$ cat src/rtl/gem_link_pkg.sv
// Shared constants and types for the GEM trigger-fiber link framer.
// K-codes, idle comma pattern, link state encoding and PRBS-31 taps.
package gem_link_pkg;

    localparam logic [7:0] K_BC = 8'hBC;
    localparam logic [7:0] K_F7 = 8'hF7;
    localparam logic [7:0] K_FB = 8'hFB;
    localparam logic [7:0] K_FD = 8'hFD;
    localparam logic [7:0] K_FC = 8'hFC;

    localparam logic [31:0] IDLE_WORD = 32'h50BC50BC;
    localparam logic [3:0]  IDLE_ISK  = 4'b0101;

    typedef enum logic [1:0] {
        LS_IDLE  = 2'b00,
        LS_ALIGN = 2'b01,
        LS_RUN   = 2'b10
    } link_state_t;

    // x^31 + x^28 + 1: feedback from the two oldest-but-three bits of the shift register
    localparam int              PRBS_LEN    = 31;
    localparam int              PRBS_TAP_HI = 30;
    localparam int              PRBS_TAP_LO = 27;
    localparam logic [30:0]     PRBS_SEED   = 31'h7FFFFFFF;

    function automatic logic [7:0] sep_code(input logic [1:0] slot);
        logic [7:0] code;
        case (slot)
            2'd0:    code = K_BC;
            2'd1:    code = K_F7;
            2'd2:    code = K_FB;
            2'd3:    code = K_FD;
            default: code = K_BC;
        endcase
        return code;
    endfunction

endpackage

$ cat src/rtl/gem_prbs_gen.sv
// Parallel PRBS-31 generator: presents the next OUT_W sequence bits (first bit in
// the MSB) and jumps the register OUT_W steps ahead when advanced.
module gem_prbs_gen
    import gem_link_pkg::*;
#(
    parameter int OUT_W = 56
) (
    input  logic             clk,
    input  logic             rst_n,
    input  logic             load,
    input  logic             adv,
    output logic [OUT_W-1:0] prbs_o
);

    logic [PRBS_LEN-1:0] lfsr_q;
    logic [PRBS_LEN-1:0] lfsr_d;
    logic [PRBS_LEN-1:0] walk_s;
    logic [OUT_W-1:0]    bits_s;
    logic                fb_s;

    // Unroll OUT_W serial shifts to get both the output word and the jumped-ahead state
    always_comb begin
        walk_s = lfsr_q;
        bits_s = '0;
        fb_s   = 1'b0;
        for (int i = 0; i < OUT_W; i++) begin
            fb_s                = walk_s[PRBS_TAP_HI] ^ walk_s[PRBS_TAP_LO];
            bits_s[OUT_W-1-i]   = fb_s;
            walk_s              = {walk_s[PRBS_LEN-2:0], fb_s};
        end
    end

    // Next-state selection: reseed has priority over advance
    always_comb begin
        if (load) begin
            lfsr_d = PRBS_SEED;
        end else if (adv) begin
            lfsr_d = walk_s;
        end else begin
            lfsr_d = lfsr_q;
        end
    end

    // LFSR state register
    always_ff @(posedge clk or negedge rst_n) begin
        if (!rst_n) begin
            lfsr_q <= PRBS_SEED;
        end else begin
            lfsr_q <= lfsr_d;
        end
    end

    assign prbs_o = bits_s;

endmodule

$ cat src/rtl/gem_link_framer.sv
// GEM trigger-fiber transmit framer: start-up FSM (idle/align/run), payload plus
// rotating K-code separator packed into FRAME_WORDS GTX words, PRBS test mode.
module gem_link_framer
    import gem_link_pkg::*;
#(
    parameter int DATA_W       = 56,
    parameter int FRAME_WORDS  = 2,
    parameter int SEP_HOLD     = 2,
    parameter int ALIGN_FRAMES = 16,
    parameter int CNT_W        = 16
) (
    input  logic              TRG_CLK80,
    input  logic              TRG_TXRESETDONE,
    input  logic              TRG_RST,
    input  logic              TX_SYNC_DONE,
    input  logic              ENA_TEST_PAT,
    input  logic              INJ_ERR,
    input  logic [DATA_W-1:0] GEM_DATA,
    input  logic              GEM_OVERFLOW,
    output logic [31:0]       TX_DATA,
    output logic [3:0]        TX_ISK,
    output logic              FRAME_START,
    output logic              LINK_READY,
    output logic [1:0]        LINK_STATE,
    output logic [CNT_W-1:0]  FRAME_CNT
);

    localparam int               FRAME_W    = 32 * FRAME_WORDS;
    localparam int               IDX_W      = 2;
    localparam int               ROT_W      = 5;
    localparam logic [IDX_W-1:0] IDX_LAST   = IDX_W'(FRAME_WORDS - 1);
    localparam logic [ROT_W-1:0] ROT_LAST   = ROT_W'(4 * SEP_HOLD - 1);
    localparam logic [7:0]       ALIGN_LAST = 8'(ALIGN_FRAMES - 1);

    link_state_t        state_q, state_d;
    logic [IDX_W-1:0]   idx_q, idx_d;
    logic [7:0]         align_cnt_q, align_cnt_d;
    logic [ROT_W-1:0]   rot_q, rot_d;
    logic [CNT_W-1:0]   frame_cnt_q, frame_cnt_d;
    logic [FRAME_W-1:0] frame_q, frame_d;
    logic [31:0]        tx_data_q, tx_data_d;
    logic [3:0]         tx_isk_q, tx_isk_d;
    logic               frame_start_q, frame_start_d;
    logic               link_ready_q, link_ready_d;
    logic               inj_sync_q, inj_sync_d;
    logic               inj_prev_q, inj_prev_d;
    logic               inj_pend_q, inj_pend_d;

    logic               boundary_s;
    logic               abort_s;
    logic               capture_s;
    logic               inj_rise_s;
    logic [1:0]         slot_s;
    logic [7:0]         sep_s;
    logic [DATA_W-1:0]  payload_s;
    logic [DATA_W-1:0]  prbs_word_s;
    logic [FRAME_W-1:0] frame_new_s;
    logic [FRAME_W-1:0] word_src_s;
    logic [31:0]        tx_word_s;
    logic               prbs_load_s;
    logic               prbs_adv_s;

    // Link FSM, frame assembly and output word selection
    always_comb begin
        inj_sync_d  = INJ_ERR;
        inj_prev_d  = inj_sync_q;
        inj_rise_s  = inj_sync_q & ~inj_prev_q;

        boundary_s  = (idx_q == IDX_LAST);
        idx_d       = boundary_s ? '0 : idx_q + 2'd1;
        abort_s     = TRG_RST | ~TX_SYNC_DONE;

        state_d     = state_q;
        align_cnt_d = align_cnt_q;
        capture_s   = 1'b0;
        case (state_q)
            LS_IDLE: begin
                if (boundary_s && !abort_s) begin
                    state_d = LS_ALIGN;
                end else begin
                    state_d = LS_IDLE;
                end
            end
            LS_ALIGN: begin
                if (abort_s) begin
                    state_d = LS_IDLE;
                end else if (boundary_s && (align_cnt_q == ALIGN_LAST)) begin
                    state_d   = LS_RUN;
                    capture_s = 1'b1;
                end else if (boundary_s) begin
                    align_cnt_d = align_cnt_q + 8'd1;
                end else begin
                    align_cnt_d = align_cnt_q;
                end
            end
            LS_RUN: begin
                if (abort_s) begin
                    state_d = LS_IDLE;
                end else if (boundary_s) begin
                    capture_s = 1'b1;
                end else begin
                    state_d = LS_RUN;
                end
            end
            default: begin
                state_d = LS_IDLE;
            end
        endcase
        align_cnt_d = (state_d == LS_ALIGN) ? align_cnt_d : 8'd0;

        // Overflow overrides the code but the rotation position still moves on
        payload_s    = ENA_TEST_PAT ? prbs_word_s : GEM_DATA;
        payload_s[0] = payload_s[0] ^ inj_pend_q;
        slot_s       = 2'(int'(rot_q) / SEP_HOLD);
        sep_s        = GEM_OVERFLOW ? K_FC : sep_code(slot_s);
        frame_new_s  = '0;
        frame_new_s[FRAME_W-1 -: DATA_W] = payload_s;
        frame_new_s[7:0]                 = sep_s;

        frame_d     = capture_s ? frame_new_s : frame_q;
        inj_pend_d  = capture_s ? inj_rise_s : (inj_pend_q | inj_rise_s);
        rot_d       = (state_d != LS_RUN) ? '0 :
                      (capture_s ? ((rot_q == ROT_LAST) ? '0 : rot_q + 5'd1) : rot_q);
        frame_cnt_d = (state_d != LS_RUN) ? '0 :
                      (capture_s ? frame_cnt_q + CNT_W'(1) : frame_cnt_q);

        // Word 0 of a new frame comes straight from the capture path
        word_src_s = capture_s ? frame_new_s : frame_q;
        tx_word_s  = '0;
        for (int k = 0; k < FRAME_WORDS; k++) begin
            tx_word_s = (idx_d == IDX_W'(k)) ? word_src_s[FRAME_W-1-32*k -: 32] : tx_word_s;
        end

        if (state_d == LS_RUN) begin
            tx_data_d = tx_word_s;
            tx_isk_d  = (idx_d == IDX_LAST) ? 4'b0001 : 4'b0000;
        end else begin
            tx_data_d = IDLE_WORD;
            tx_isk_d  = IDLE_ISK;
        end
        frame_start_d = (idx_d == '0);
        link_ready_d  = (state_d == LS_RUN);

        prbs_load_s = (state_d != LS_RUN);
        prbs_adv_s  = capture_s & ENA_TEST_PAT;
    end

    // State and output registers
    always_ff @(posedge TRG_CLK80 or negedge TRG_TXRESETDONE) begin
        if (!TRG_TXRESETDONE) begin
            state_q       <= LS_IDLE;
            idx_q         <= '0;
            align_cnt_q   <= 8'd0;
            rot_q         <= '0;
            frame_cnt_q   <= '0;
            frame_q       <= '0;
            tx_data_q     <= IDLE_WORD;
            tx_isk_q      <= IDLE_ISK;
            frame_start_q <= 1'b0;
            link_ready_q  <= 1'b0;
            inj_sync_q    <= 1'b0;
            inj_prev_q    <= 1'b0;
            inj_pend_q    <= 1'b0;
        end else begin
            state_q       <= state_d;
            idx_q         <= idx_d;
            align_cnt_q   <= align_cnt_d;
            rot_q         <= rot_d;
            frame_cnt_q   <= frame_cnt_d;
            frame_q       <= frame_d;
            tx_data_q     <= tx_data_d;
            tx_isk_q      <= tx_isk_d;
            frame_start_q <= frame_start_d;
            link_ready_q  <= link_ready_d;
            inj_sync_q    <= inj_sync_d;
            inj_prev_q    <= inj_prev_d;
            inj_pend_q    <= inj_pend_d;
        end
    end

    gem_prbs_gen #(
        .OUT_W (DATA_W)
    ) u_prbs (
        .clk    (TRG_CLK80),
        .rst_n  (TRG_TXRESETDONE),
        .load   (prbs_load_s),
        .adv    (prbs_adv_s),
        .prbs_o (prbs_word_s)
    );

    assign TX_DATA     = tx_data_q;
    assign TX_ISK      = tx_isk_q;
    assign FRAME_START = frame_start_q;
    assign LINK_READY  = link_ready_q;
    assign LINK_STATE  = state_q;
    assign FRAME_CNT   = frame_cnt_q;

endmodule

$ cat config.mk
export PLATFORM = sky130hd
export DESIGN_NAME = gem_link_framer
export DESIGN_NICKNAME = d
export VERILOG_FILES = /design/src/rtl/gem_link_pkg.sv /design/src/rtl/gem_prbs_gen.sv /design/src/rtl/gem_link_framer.sv
export SDC_FILE = /design/constraint.sdc
export NUM_CORES = 1
export LEC_CHECK = 0
export ABC_AREA = 1
export CAP_MARGIN = 25
export CORE_ASPECT_RATIO = 0.7
export CORE_UTILIZATION = 30
export DETAILED_ROUTE_END_ITERATION = 6
export DONT_BUFFER_PORTS = 1
export HOLD_SLACK_MARGIN = 0.02
export PLACE_DENSITY = 0.52
export RECOVER_POWER = 25
export SETUP_SLACK_MARGIN = 0.4
export SLEW_MARGIN = 5
export SYNTH_ARGS = -nofsm -noshare
export SYNTH_HDL_FRONTEND = slang
export SYNTH_SLANG_ARGS = --single-unit
$ cat constraint.sdc
create_clock -name TRG_CLK80 -period 1.57 [get_ports TRG_CLK80]
set_input_delay 0.314 -clock TRG_CLK80 [delete_from_list [all_inputs] [get_ports TRG_CLK80]]
set_output_delay 0.314 -clock TRG_CLK80 [all_outputs]
set_load 0.05 [all_outputs]
==> summary.txt <==
Run status
  – Outcome: finished with violations
  – Violated checks: negative hold slack, negative setup slack

Timing
  – Slew Limit Fails: 0
  – Fin crit period: 1950 ps
  – Period Utilization, post-route: 124%
  – Fmax: 512 MHz
  – WHS: -447 ps
  – Final hold violations: 167
  – RSZ-0062 raised after global routing: true
  – Final WS setup: -384 ps
  – Final number of setup-violating endpoints: 161
  – Max_slew headroom: 63.1%
  – Worst Max-Slew Pin Slew: 553 ps
  – Setup Skew: 14.6 ps

Setup path
  – Crit path cell chain: ha_2 > inv_2 > nor2_4 > nand4_4 > nand2_2 > buf_4 > bufbuf_16 > nand3_1 > nand3_1 > a21oi_2
  – CP Max Fanout: 14
  – Slowest stage delay, CP: 370 ps
  – Slowest CP cell: dfrtp_1
  – CP startpoint kind: flop
  – Setup CP Type: reg -> reg
  – Worst setup EP type: flop
  – CP arrival: 2290 ps
  – CP dominant cell by count: nand3_1
  – CP required: 1900 ps
  – R2r setup slk: -380 ps

Die
  – Num rows: 51
  – Die area: 0.0298 mm2
  – Initial core utilization: 30.9%
  – Die height: 145 um
  – Die Wd: 206 um
  – I/O pin count: 119
  – Core footprint: 0.0282 mm2

Placement
  – PortBufs: 0
  – Placer Congestion: 0.801
  – HPWL after DPL: 17900 um

Synth
  – Synth Flop Type: dfrtp_1
  – Post-Syn Area: 0.00873 mm2
  – Post-synth EDFFs: 0
  – Post-synthesis sequential area ratio: 48.6%
  – Cell variety after synth: 39
  – Synth warnings: 0
  – Mapped Cells: 1079
  – FF+latch count, synth: 167
  – Async set or reset register ratio after synthesis: 100%
  – Syn_area_per_cell: 8.09 um2

Power and ir drop
  – Power Total: 8.63 mW
  – Power Density: 739 mW/mm2
  – Lkg Pwr: 5.60 nW
  – Max VDD drop: 0.777 mV

Layout
  – Fillers: 2823
  – Proportion of layout cells with a drive suffix above 1: 30.6%
  – NumNets Final: 1265
  – Layout Utilization: 41.4%
  – Area grow syn2layout: 33.8%
  – Commonest non-fill, non-tap cells in the layout: 302 x nand2_1, 117 x dfrtp_1, 100 x buf_4
  – Commonest non-fill, non-tap cell in the layout: nand2_1

Global routing
  – Largest net degree at the start of global routing: 168
  – Overall Global Routing Usage: 20.0%
  – Initial antenna violation count: 4
  – Overflow after GRT: 0
  – Number of global-route vias before repair: 7567
  – First-pass GRT wire length: 44100 um

Drt
  – DR WL/cell: 17.9 um
  – Drt pass-1 iters: 5
  – Starting DRC count in detailed routing: 543
  – Antenna-violating nets left: 0
  – Final wirelength: 28200 um
  – Post-DR vias/cell: 4.81
  – DRC violation count after routing: 0
  – Via count: 7580

CTS
  – CTS Buffer Depth: 2
  – Clock sink total: 167
  – Hold buffers post-CTS: 2
  – CTS Buf Count: 17
  – Clk Latency, worst-skew pair: 460 ps
  – TritonCTS clock tree: built
  – Clock transition at path regs: 70 ps
  – Clk root buf: clkbuf_16
  – Htree depth: 4

Min path
  – HP Class: in -> async

Run
  – Max Cap Viol: 0
==> power by group <==
part / internal [mW] / switching (mW)
logic: 0.0821 / 0.138
clock network: 2.19 / 1.90
registers: 4.31 / 0.00205
==> cell families after synthesis <==
group,count (synthesis),synth area share [%]
buffers and inverters,142,7.17
adder cells (fa/ha/maj),11,1.58
other,1,0.0430
AND/OR/NAND/NOR,589,29.4
AO/OA/AOI/OAI,119,8.27
XOR/XNOR,50,5.02
flip-flops,167,48.6
==> per-stage QoR <==
| stage | TNS (ps) | setup WS [ps] | hold slack [ps] | area, um2 | cells |
|---|---|---|---|---|---|
| floorplan | -22190 | -215 | 18.4 | 8910 | 1080 |
| finish | -40150 | -384 | -447 | 11700 | 1577 |
| detailed placement | -37760 | -432 | 22.6 | 9960 | 1500 |
| global placement | -30200 | -383 | 22.7 | 9960 | 1500 |
| CTS | -37430 | -354 | -470 | 11400 | 1570 |
| global route | -59070 | -495 | -477 | 11700 | 1575 |
==> path summary, 6_finish.rpt <==
kind,from,endpoint,cells after the start
worst max-delay path,align_cnt_q[0],TX_DATA[25],10
worst min-delay path,TRG_TXRESETDONE,frame_q[52],0
worst max register to register,align_cnt_q[0],TX_DATA[25],10
worst min register to register,inj_prev_d,inj_prev_q,0
max in group asynchronous,TRG_TXRESETDONE,TX_ISK[0],0
min in group TRG_CLK80,ENA_TEST_PAT,u_prbs.lfsr_q[20],2
==> per-layer routing <==
layer  global-route usage, %  wire length, um
met5                       0               23
met4                    4.76              355
met3                    6.07             1850
met2                    29.6            12200
met1                    28.2            13800
==> flip-flops by register name (all words and copies together) (netlist names), 2 cells and up <==
name / cells
TX_ISK: 2
rot_q: 5
idx_q: 2
u_prbs.lfsr_q: 31
LINK_STATE: 2
FRAME_CNT: 16
frame_q: 64
TX_DATA: 32
align_cnt_q: 8
==> what timing repair did <==
item	in CTS	in global routing
setup buffers	26	4
pin swaps	41	22
hold endpoints to repair	169	167
setup endpoints to repair	216	216
gates resized for setup	110	54
gates cloned	10	1
==> cells in the mapped netlist (11+ instances only) <==
| master | n | area [um2] |
|---|---|---|
| ha_1 | 11 | 138 |
| nand3_1 | 93 | 465 |
| dfrtp_1 | 120 | 3000 |
| nand2_1 | 375 | 1410 |
| nand4_1 | 16 | 100 |
| xor2_1 | 46 | 403 |
| dfstp_2 | 47 | 1230 |
| inv_1 | 76 | 285 |
| clkbuf_1 | 24 | 90.1 |
| o21ai_0 | 32 | 160 |
| a21oi_1 | 32 | 160 |
| and2_1 | 18 | 113 |
| buf_2 | 20 | 100 |
| nand3b_1 | 14 | 105 |
| o211ai_1 | 31 | 233 |
| nor2_1 | 43 | 161 |
==> critical path, delay by kind of cell (launching register included) <==
family / cells / cell delay [ps]
buf+inv: 3 / 520
simple gates: 5 / 670
compound gates: 1 / 80
fa+ha+maj: 1 / 190
flops: 1 / 370
==> layout make-up <==
| class | count | area (um2) | share of cell area [%] |
|---|---|---|---|
| clock inverter | 14 | 126 | 1.08 |
| sequential | 167 | 4240 | 36.3 |
| antenna | 2 | 5.00 | 0.0429 |
| tap | 371 | 464 | 3.98 |
| inverter | 81 | 319 | 2.73 |
| timing repair buffer | 153 | 1700 | 14.6 |
| multi-input combinational | 771 | 4390 | 37.6 |
| clock buffer | 18 | 429 | 3.68 |
(Power assumes the default switching activity.)
